<file path="src/rtl/btn_event_gen_pkg.sv">
`default_nettype none
// ============================================================================
//  Module   : btn_event_gen_pkg
//  Purpose  : Shared definitions for the push-button conditioner: per-channel
//             state encodings and a constant-evaluable ceil(log2) helper.
//  Revision : 1.0 - initial release
// ============================================================================
package btn_event_gen_pkg;

    // Per-channel hold state: released, held waiting for first repeat,
    // held and repeating.
    typedef enum logic [1:0] {
        IDLE_LO  = 2'd0,
        HELD_DLY = 2'd1,
        HELD_RPT = 2'd2
    } chan_state_t;

    // ceil(log2(value)); value 1 yields 0. Used to size counters.
    function automatic int clog2(input int value);
        int r;
        r = 0;
        for (int v = value - 1; v > 0; v = v >> 1) begin
            r = r + 1;
        end
        return r;
    endfunction

endpackage
`default_nettype wire

</file>
<file path="src/rtl/btn_chan_cond.sv">
`default_nettype none
// ============================================================================
//  Module   : btn_chan_cond
//  Purpose  : One button channel: synchroniser chain, debounce filter,
//             press/release pulse generation and optional auto-repeat.
//  Revision : 1.0 - initial release
// ============================================================================
module btn_chan_cond
    import btn_event_gen_pkg::*;
#(
    parameter int SYNC_STAGES = 2,
    parameter int DB_CYCLES   = 16,
    parameter int RPT_EN      = 0,
    parameter int RPT_DELAY   = 1000,
    parameter int RPT_PERIOD  = 250
) (
    input  logic clk,
    input  logic rst_n,
    input  logic btn_raw,
    output logic level,
    output logic press_pulse,
    output logic release_pulse,
    output logic rpt_pulse
);

    // Debounce counter is one bit wider than the terminal count needs so the
    // DB_CYCLES=1 case still has a legal vector width.
    localparam int                c_DB_W    = clog2(DB_CYCLES) + 1;
    localparam logic [c_DB_W-1:0] c_DB_LAST = c_DB_W'(DB_CYCLES - 1);

    logic [SYNC_STAGES-1:0] r_sync;
    logic [c_DB_W-1:0]      r_db_cnt;
    logic                   r_level;
    logic                   r_press;
    logic                   r_release;
    logic                   w_s;
    logic                   w_accept;

    assign w_s = r_sync[SYNC_STAGES-1];

    // A level change is accepted on the cycle the synchronised input has
    // disagreed with the current level for DB_CYCLES consecutive cycles.
    assign w_accept = (w_s != r_level) && (r_db_cnt == c_DB_LAST);

    // Metastability chain: raw level shifts in at bit 0, leaves at the top.
    always_ff @(posedge clk or negedge rst_n) begin
        if (!rst_n) begin
            r_sync <= '0;
        end else begin
            r_sync <= {r_sync[SYNC_STAGES-2:0], btn_raw};
        end
    end

    // Debounce filter plus single-cycle press/release pulses on acceptance.
    always_ff @(posedge clk or negedge rst_n) begin
        if (!rst_n) begin
            r_db_cnt  <= '0;
            r_level   <= 1'b0;
            r_press   <= 1'b0;
            r_release <= 1'b0;
        end else begin
            r_press   <= 1'b0;
            r_release <= 1'b0;
            if (w_s == r_level) begin
                r_db_cnt <= '0;
            end else if (w_accept) begin
                r_db_cnt  <= '0;
                r_level   <= w_s;
                r_press   <= w_s;
                r_release <= ~w_s;
            end else begin
                r_db_cnt <= r_db_cnt + 1'b1;
            end
        end
    end

    assign level         = r_level;
    assign press_pulse   = r_press;
    assign release_pulse = r_release;

    if (RPT_EN != 0) begin : g_rpt
        localparam int c_RPT_MAX = (RPT_DELAY > RPT_PERIOD) ? RPT_DELAY : RPT_PERIOD;
        localparam int c_RPT_W   = (clog2(c_RPT_MAX) < 1) ? 1 : clog2(c_RPT_MAX);
        localparam logic [c_RPT_W-1:0] c_DLY_LAST = c_RPT_W'(RPT_DELAY - 1);
        localparam logic [c_RPT_W-1:0] c_PER_LAST = c_RPT_W'(RPT_PERIOD - 1);

        chan_state_t        r_state;
        logic [c_RPT_W-1:0] r_rpt_cnt;
        logic               r_rpt;
        logic               w_accept_rise;
        logic               w_accept_fall;

        assign w_accept_rise = w_accept & w_s;
        assign w_accept_fall = w_accept & ~w_s;

        // Hold-state FSM: a release always wins and suppresses any repeat
        // pulse due on the same cycle; counter restarts on every pulse.
        always_ff @(posedge clk or negedge rst_n) begin
            if (!rst_n) begin
                r_state   <= IDLE_LO;
                r_rpt_cnt <= '0;
                r_rpt     <= 1'b0;
            end else begin
                r_rpt <= 1'b0;
                if (w_accept_fall) begin
                    r_state   <= IDLE_LO;
                    r_rpt_cnt <= '0;
                end else begin
                    case (r_state)
                        IDLE_LO: begin
                            if (w_accept_rise) begin
                                r_state   <= HELD_DLY;
                                r_rpt_cnt <= '0;
                            end
                        end
                        HELD_DLY: begin
                            if (r_rpt_cnt == c_DLY_LAST) begin
                                r_state   <= HELD_RPT;
                                r_rpt_cnt <= '0;
                                r_rpt     <= 1'b1;
                            end else begin
                                r_rpt_cnt <= r_rpt_cnt + 1'b1;
                            end
                        end
                        HELD_RPT: begin
                            if (r_rpt_cnt == c_PER_LAST) begin
                                r_rpt_cnt <= '0;
                                r_rpt     <= 1'b1;
                            end else begin
                                r_rpt_cnt <= r_rpt_cnt + 1'b1;
                            end
                        end
                        default: begin
                            r_state   <= IDLE_LO;
                            r_rpt_cnt <= '0;
                        end
                    endcase
                end
            end
        end

        assign rpt_pulse = r_rpt;
    end else begin : g_no_rpt
        assign rpt_pulse = 1'b0;
    end

endmodule
`default_nettype wire

</file>
<file path="src/rtl/btn_event_gen.sv">
`default_nettype none
// ============================================================================
//  Module   : btn_event_gen
//  Purpose  : Multi-channel push-button conditioner. Each channel is an
//             independent btn_chan_cond; outputs are concatenated by index.
//  Revision : 1.0 - initial release
// ============================================================================
module btn_event_gen
    import btn_event_gen_pkg::*;
#(
    parameter int N_CH        = 4,
    parameter int SYNC_STAGES = 2,
    parameter int DB_CYCLES   = 16,
    parameter int RPT_EN      = 0,
    parameter int RPT_DELAY   = 1000,
    parameter int RPT_PERIOD  = 250
) (
    input  logic            clk,
    input  logic            rst_n,
    input  logic [N_CH-1:0] btn_raw,
    output logic [N_CH-1:0] level,
    output logic [N_CH-1:0] press_pulse,
    output logic [N_CH-1:0] release_pulse,
    output logic [N_CH-1:0] rpt_pulse
);

    // One fully independent conditioner per button.
    for (genvar i = 0; i < N_CH; i++) begin : g_chan
        btn_chan_cond #(
            .SYNC_STAGES (SYNC_STAGES),
            .DB_CYCLES   (DB_CYCLES),
            .RPT_EN      (RPT_EN),
            .RPT_DELAY   (RPT_DELAY),
            .RPT_PERIOD  (RPT_PERIOD)
        ) u_chan (
            .clk           (clk),
            .rst_n         (rst_n),
            .btn_raw       (btn_raw[i]),
            .level         (level[i]),
            .press_pulse   (press_pulse[i]),
            .release_pulse (release_pulse[i]),
            .rpt_pulse     (rpt_pulse[i])
        );
    end

endmodule
`default_nettype wire
</file>
<file path="config.mk">
export PLATFORM = sky130hd
export DESIGN_NAME = btn_event_gen
export DESIGN_NICKNAME = d
export VERILOG_FILES = /design/src/rtl/btn_event_gen_pkg.sv /design/src/rtl/btn_chan_cond.sv /design/src/rtl/btn_event_gen.sv
export SDC_FILE = /design/constraint.sdc
export NUM_CORES = 1
export LEC_CHECK = 0
export CAP_MARGIN = 10
export CORE_AREA = 2 2 57 59
export CTS_CLUSTER_DIAMETER = 30
export DETAILED_ROUTE_END_ITERATION = 10
export DIE_AREA = 0 0 59 61
export GPL_TIMING_DRIVEN = 0
export PLACE_DENSITY = 0.88
export SLEW_MARGIN = 30
export SYNTH_ARGS = -nofsm -noshare
export SYNTH_HDL_FRONTEND = slang
export SYNTH_SLANG_ARGS = --single-unit
</file>
<file path="constraint.sdc">
create_clock -name clk -period 2.6 [get_ports clk]
set_input_delay 0.26 -clock clk [delete_from_list [all_inputs] [get_ports clk]]
set_output_delay 0.26 -clock clk [all_outputs]
set_load 0.1 [all_outputs]
</file>
==> reports/metrics.yaml, run 1 <==
outcome:
  status: "finished, final reports clean"
global_routing:
  met2_usage: 0.260
  grt.met3_usage: 0.0618
  met1_usage: 0.206
  grt_use_total: 0.172
  grt_max_degree: 26
  grt_pass1_vias: 966
  grt_remaining_overflow: 0
  grt_antenna_before_repair: 0
  busiest_layer: "met2"
  grt_pass1_wl_um: 4310
detailed_routing:
  wl_um: 2490
  viasPerCell: 5.13
  drcViolationCount: 0
  first_iter_violations: 14
  vias: 944
  ant_nets: 0
  firstDrtPassIters: 4
  avgRoutedWirePerCell_um: 13.5
logic_synthesis:
  synth_top_area_share: 0.612
  yosysWarnings: 0
  synth_xor_area_frac: 0.0643
  synthTopCellsByArea: "dfrtp_1 61%, buf_4 7.3%, xor2_1 6.4%, mux2_4 3.7%, nor3b_1 3.7%"
  synthFlopType: "dfrtp_1"
  synth_area_per_cell_um2: 13.5
  synth-simple-area-share: 0.165
  synth_top_family_by_area: "simple AND/OR/NAND/NOR gates"
  synthAdderAreaFrac: 0.0306
  synth_common_cells: "40 x dfrtp_1, 16 x buf_4, 12 x xor2_1"
  netlist_area_um2: 1640
  ys_seq_elements: 40
  synth.most_common_cell: "dfrtp_1"
  muxShareOfSynthArea: 0.0367
  yosys.area.top_type: "dfrtp_1"
  async_flop_share: 1.00
  synth_compound_area_frac: 0.0153
  synth_edf_count: 0
  synthCells: 121
  synth_cell_types: 15
  synth_seq_area_share: 0.612
worst_setup_path:
  r2r_setup_slack_ns: 1.33
  ff2ff_path_depth: 3
  crit_fanout: 5
  endpoint_kind: "output port"
  worst_setup_path_start_kind: "register"
  timing.rr.end: "g_chan[3].u_chan.level"
  crit_required_ns: 2.34
  arrival_ns: 2.04
  criticalPathCategory: "reg -> out"
  reg2reg_from: "g_chan[3].u_chan.r_db_cnt[0]"
finish:
  fillCellCount: 223
  syn2layout_area_growth_pct: 19.4
  n_antenna_cell: 0
  seq_area_um2: 1000
  nNetsFinal: 160
  drive_above_1_share: 0.238
  multi_input_area_um2: 526
timing:
  rsz0062_at_grt: "false"
  whs_ns: 0.347
  fmax_mhz: 435
  relSlewSlack: 0.354
  skew_ns: 0.0109
  tightest_slew_ns: 0.966
  fin_crit_sh: 0.885
  finalSetupTns_ns: 0
  finalSetupViolCount: 0
  maxSlewViolCount: 0
  finalCriticalPeriod_ns: 2.30
  hold_viol_final: 0
power:
  power-per-cell-area_nw_per_um2: 548
  pwr-share-seq: 0.619
  p_leak_nw: 1.10
  p_clk_frac: 0.298
  p_int_w: 0.000804
  p_total_w: 0.00107
  switchingPower_w: 0.000265
  power_frac_comb: 0.083
  ir_drop_mv: 0.345
  power.share.switching: 0.248
floorplan:
  die-area_um2: 3600
  core_area_um2: 2950
  die_w_um: 59
  fp.dieH_um: 61
  initial_core_util: 0.554
  rows: 20
  ios: 22
place:
  place_hpwl_um: 1840
  place.port_buffers: 17
  routabilityCongestion: 0.662
clock_network:
  clk_path_buf_depth: 2
  cts_buffers: 5
  post_cts_resized: 0
  postCtsSetupRepairBufs: 0
  clk-insertion-delay-late_ns: 0.34
  cts_tree: "built"
  root_buffer: "clkbuf_4"
  path_clk_slew_ns: 0.12
  clock_sinks: 40
  cts_htree_levels: 2
min_path:
  min_from: "btn_raw[3]"
  hold-path-cell-count: 1
  hold_end: "g_chan[3].u_chan.r_sync[0]"
  hold_class: "in -> reg"
run:
  drv_cap: 0
==> timing repair <==
item | CTS | global route
setup endpoints to repair | 0 | 0
endpoints found under the hold margin | 15 | 0
hold buffers | 1 | 0
==> critical path, cell delays in order (launching register included) <==
cell	delay, ns
dfrtp_1	0.45
buf_4	0.13
clkdlybuf4s50_1	1.11
==> cells in the final DEF, fill, tap and decap left out, types with 2 or more instances in the layout <==
cell type and n:
and3_2 2, buf_4 16, xor2_1 12, dfrtp_1 40, nor3b_1 8, nand2_1 8, nand3_1 4, nand4b_2 2
and2_1 6, clkdlybuf4s50_1 16, a31oi_1 4, conb_1 4, nor2_1 8, ha_1 4, clkbuf_4 5, clkinv_2 2
nand4b_4 2, mux2_4 4
==> logic make-up after synthesis <==
family	Yosys count
buffers and inverters	16
xor gates and xnor gates	12
adders and majority gates	4
DFF	40
AOI/OAI and AO/OA	4
muxes	4
other	1
and+or+nand+nor	40
==> state kept, by name, indices dropped and copies added, names as in the netlist <==
register                     flops
g_chan.u_chan.level              4
g_chan.u_chan.r_sync             8
g_chan.u_chan.r_db_cnt          20
g_chan.u_chan.release_pulse      4
g_chan.u_chan.press_pulse        4
==> power by group through the flow <==
| stage | clock, W | combinational (W) | sequential [W] |
|---|---|---|---|
| after floorplan | 0 | 0.0000579 | 0.000670 |
| after global placement | 0 | 0.0000795 | 0.000671 |
| after detailed placement | 0 | 0.0000889 | 0.000674 |
| after CTS | 0.000333 | 0.0000905 | 0.000662 |
| after global routing | 0.000359 | 0.0000996 | 0.000665 |
| final | 0.000318 | 0.0000889 | 0.000662 |
==> metal layers <==
metal	share of wire	routed length (um)	vias to the layer above
li1	-	-	443
met5	0	0	-
met2	0.53	1310	19
met4	0.031	78	0
met3	0.043	107	8
met1	0.40	986	474
==> cell type report <==
type	instances	share of cell area
Timing Repair Buffer	19	0.104
Tap cell	33	0.0212
Clock inverter	2	0.00513
Sequential cell	40	0.513
Clock buffer	6	0.0263
Buffer	16	0.0615
Multi-Input combinational cell	68	0.269
==> metrics by stage <==
step / util / std cells / setup slack [ns] / cell area (um2)
floorplan: - / 124 / 1.44 / 1650
detailed placement: 0.637 / 175 / 0.682 / 1880
CTS: 0.661 / 184 / 0.280 / 1950
finish: 0.661 / 184 / 0.299 / 1950
global route: 0.661 / 184 / 0.219 / 1950
global placement: 0.629 / 174 / 0.449 / 1860
==> worst max path at each step <==
stage	startpoint	endpoint	slack (ns)	depth (start not counted)
after floorplan	g_chan[3].u_chan.r_db_cnt[0]	g_chan[3].u_chan.level	1.44	3
after global routing	g_chan[3].u_chan.level	level[3]	0.22	2
final	g_chan[0].u_chan.level	level[0]	0.30	2
after global placement	rst_n	g_chan[3].u_chan.level	0.45	1
after CTS	g_chan[3].u_chan.level	level[3]	0.28	2
after detailed placement	g_chan[3].u_chan.level	level[3]	0.68	2
Note: power is estimated with default switching activity, not from simulation.
==> inputs of run 2 (changes only) <==
REMOVE_ABC_BUFFERS = 1   (was unset)
SETUP_SLACK_MARGIN = 0.2   (was unset)
==> reports/metrics.yaml, run 2 (same netlist as run 1, synthesis figures left out) <==
worst_setup_path:
  slowest_delay_ns: 1.18  # was 1.11 ns
  arrival_ns: 1.97  # was 2.04 ns
  worst_setup_path_start_kind: "register"  # unchanged
  crit_fanout: 5  # unchanged
  crit_required_ns: 2.34  # about the same
  endpoint_kind: "output port"  # unchanged
  cp_cell_sequence: "clkdlybuf4s50_1"  # was buf_4 > clkdlybuf4s50_1
  slowest_stage: "clkdlybuf4s50_1"  # unchanged
  criticalPathCategory: "reg -> out"  # unchanged
  cp_num_buf_inv: 1  # was 2
  cpLargestDelayFamily: "buffers and inverters"  # unchanged
finish:
  regMostFlops: "g_chan.u_chan.r_db_cnt"  # unchanged
  final_common_cell: "dfrtp_1"  # unchanged
  drive_above_1_share: 0.148  # was 0.238
  fillCellCount: 236  # was 223
  mostFrequentLayoutCells: "40 x dfrtp_1, 16 x clkdlybuf4s50_1, 12 x xor2_1"  # was 40 x dfrtp_1, 16 x buf_4, 16 x clkdlybuf4s50_1
  postLayoutCoreUtil: 0.632  # was 0.661
  nNetsFinal: 144  # was 160
  n_antenna_cell: 0  # unchanged
  syn2layout_area_growth_pct: 14.1  # was 19.4%
  reg_top3: "g_chan.u_chan.r_db_cnt (20), g_chan.u_chan.r_sync (8)"  # unchanged
  largest_reg_flops: 20  # unchanged
clock_network:
  root_buffer: "clkbuf_4"  # unchanged
  clk-insertion-delay-late_ns: 0.34  # about the same
  cts_htree_levels: 2  # unchanged
  cts_tree: "built"  # unchanged
  clk_path_buf_depth: 2  # unchanged
  postCtsSetupRepairBufs: 0  # unchanged
  clock_sinks: 40  # unchanged
  path_clk_slew_ns: 0.11  # was 0.12 ns
  cts_buffers: 5  # unchanged
detailed_routing:
  avgRoutedWirePerCell_um: 14.4  # was 13.5 um
  vias: 869  # was 944
  ant_nets: 0  # unchanged
  first_iter_violations: 18  # was 14
  drcViolationCount: 0  # unchanged
  met1_length_um: 936  # was 986 um
  viasPerCell: 5.17  # was 5.13
  top_layer_used: "met4"  # unchanged
  firstDrtPassIters: 4  # unchanged
  met3_length_um: 103  # was 107 um
  met2_length_um: 1330  # was 1310 um
  wl_um: 2410  # was 2490 um
floorplan:
  fp.dieH_um: 61  # unchanged
  die_w_um: 59  # unchanged
  ios: 22  # unchanged
  core_area_um2: 2950  # unchanged
  initial_core_util: 0.554  # unchanged
  rows: 20  # unchanged
  die-area_um2: 3600  # unchanged
global_routing:
  grt_use_total: 0.160  # was 0.172
  grt_pass1_wl_um: 4000  # was 4310 um
  grt_max_degree: 26  # unchanged
  grt_pass1_vias: 900  # was 966
  grt_antenna_before_repair: 0  # unchanged
  grt_remaining_overflow: 0  # unchanged
place:
  place_hpwl_um: 1830  # was 1840 um
  place.port_buffers: 17  # unchanged
  routabilityCongestion: 0.658  # was 0.662
  dp_slack_ns: 0.744  # was 0.682 ns
timing:
  fin_crit_sh: 0.858  # was 0.885
  relSlewSlack: 0.345  # was 0.354
  fmax_mhz: 448  # was 435 MHz
  finalCriticalPeriod_ns: 2.23  # was 2.30 ns
  fin_ws_ns: 0.368  # was 0.299 ns
  skew_ns: 0.0108  # was 0.0109 ns
  maxSlewViolCount: 0  # unchanged
  tightest_slew_ns: 0.980  # was 0.966 ns
  rsz0062_at_grt: "false"  # unchanged
  finalSetupViolCount: 0  # unchanged
  hold_viol_final: 0  # unchanged
  finalSetupTns_ns: 0  # unchanged
power:
  p_leak_nw: 1.02  # was 1.10 nW
  power-per-cell-area_nw_per_um2: 639  # was 548 nW/um2
  ir_drop_mv: 0.398  # was 0.345 mV
min_path:
  hold_class: "in -> reg"  # unchanged
run:
  drv_cap: 0  # unchanged
outcome:
  status: "finished, final reports clean"  # unchanged
## run 2: path summary, 6_finish.rpt
check / slack (ns) / startpoint / cells after the start / endpoint
min in group asynchronous: 0.36 / rst_n / 2 / g_chan[3].u_chan.level
max reg2reg: 1.34 / g_chan[1].u_chan.r_db_cnt[0] / 3 / g_chan[1].u_chan.level
min: 0.35 / btn_raw[2] / 1 / g_chan[2].u_chan.r_sync[0]
max: 0.37 / g_chan[0].u_chan.level / 1 / level[0]
min reg2reg: 0.37 / g_chan[2].u_chan.r_sync[0] / 0 / g_chan[2].u_chan.r_sync[1]
max in group asynchronous: 1.79 / rst_n / 3 / g_chan[0].u_chan.r_db_cnt[0]
## run 2: what timing repair did
item	in CTS	in global routing
endpoints found under the hold margin	15	0
hold buffers	1	0
resized for setup	0	0
## run 2: layout make-up
cell class | count | area, um2 | area share
Clock inverter | 1 | 30.0 | 0.0161
Timing Repair Buffer | 19 | 203 | 0.109
Multi-Input combinational cell | 68 | 526 | 0.282
Tap cell | 33 | 41.3 | 0.0221
Sequential cell | 40 | 1000 | 0.537
Clock buffer | 7 | 65.1 | 0.0349
## run 2: per-layer routing
metal	vias up	GRT usage
met5	-	0
met4	0	0.0877
met3	4	0.0533
met2	18	0.289
met1	437	0.163
li1	410	-
## run 2: power by group
| group | internal [W] | switching [W] | leakage (nW) |
|---|---|---|---|
| clock | 0.000255 | 0.000191 | 0.0515 |
| combinational | 0.0000284 | 0.0000551 | 0.441 |
| sequential | 0.000643 | 0.0000188 | 0.530 |
## run 2: worst register-to-register path, stage by stage (launching register included)
cell,delay [ns]
dfrtp_1,0.39
ha_1,0.24
nand4b_2,0.20
mux2_4,0.33
## run 2: through the flow
step / hold slack, ns / instances / power (W) / cell area, um2
floorplan: -0.0356 / 108 / 0.000723 / 1530
global placement: 0.335 / 158 / 0.000746 / 1740
detailed placement: 0.206 / 159 / 0.000760 / 1760
CTS: 0.333 / 168 / 0.00121 / 1870
global route: 0.334 / 168 / 0.00124 / 1870
finish: 0.351 / 168 / 0.00119 / 1870
==> inputs of run 3 (changes only) <==
TNS_END_PERCENT = 1   (was unset)
==> results of run 3 <==
Same layout as run 2: the final DEF is identical, and so are final timing and power.
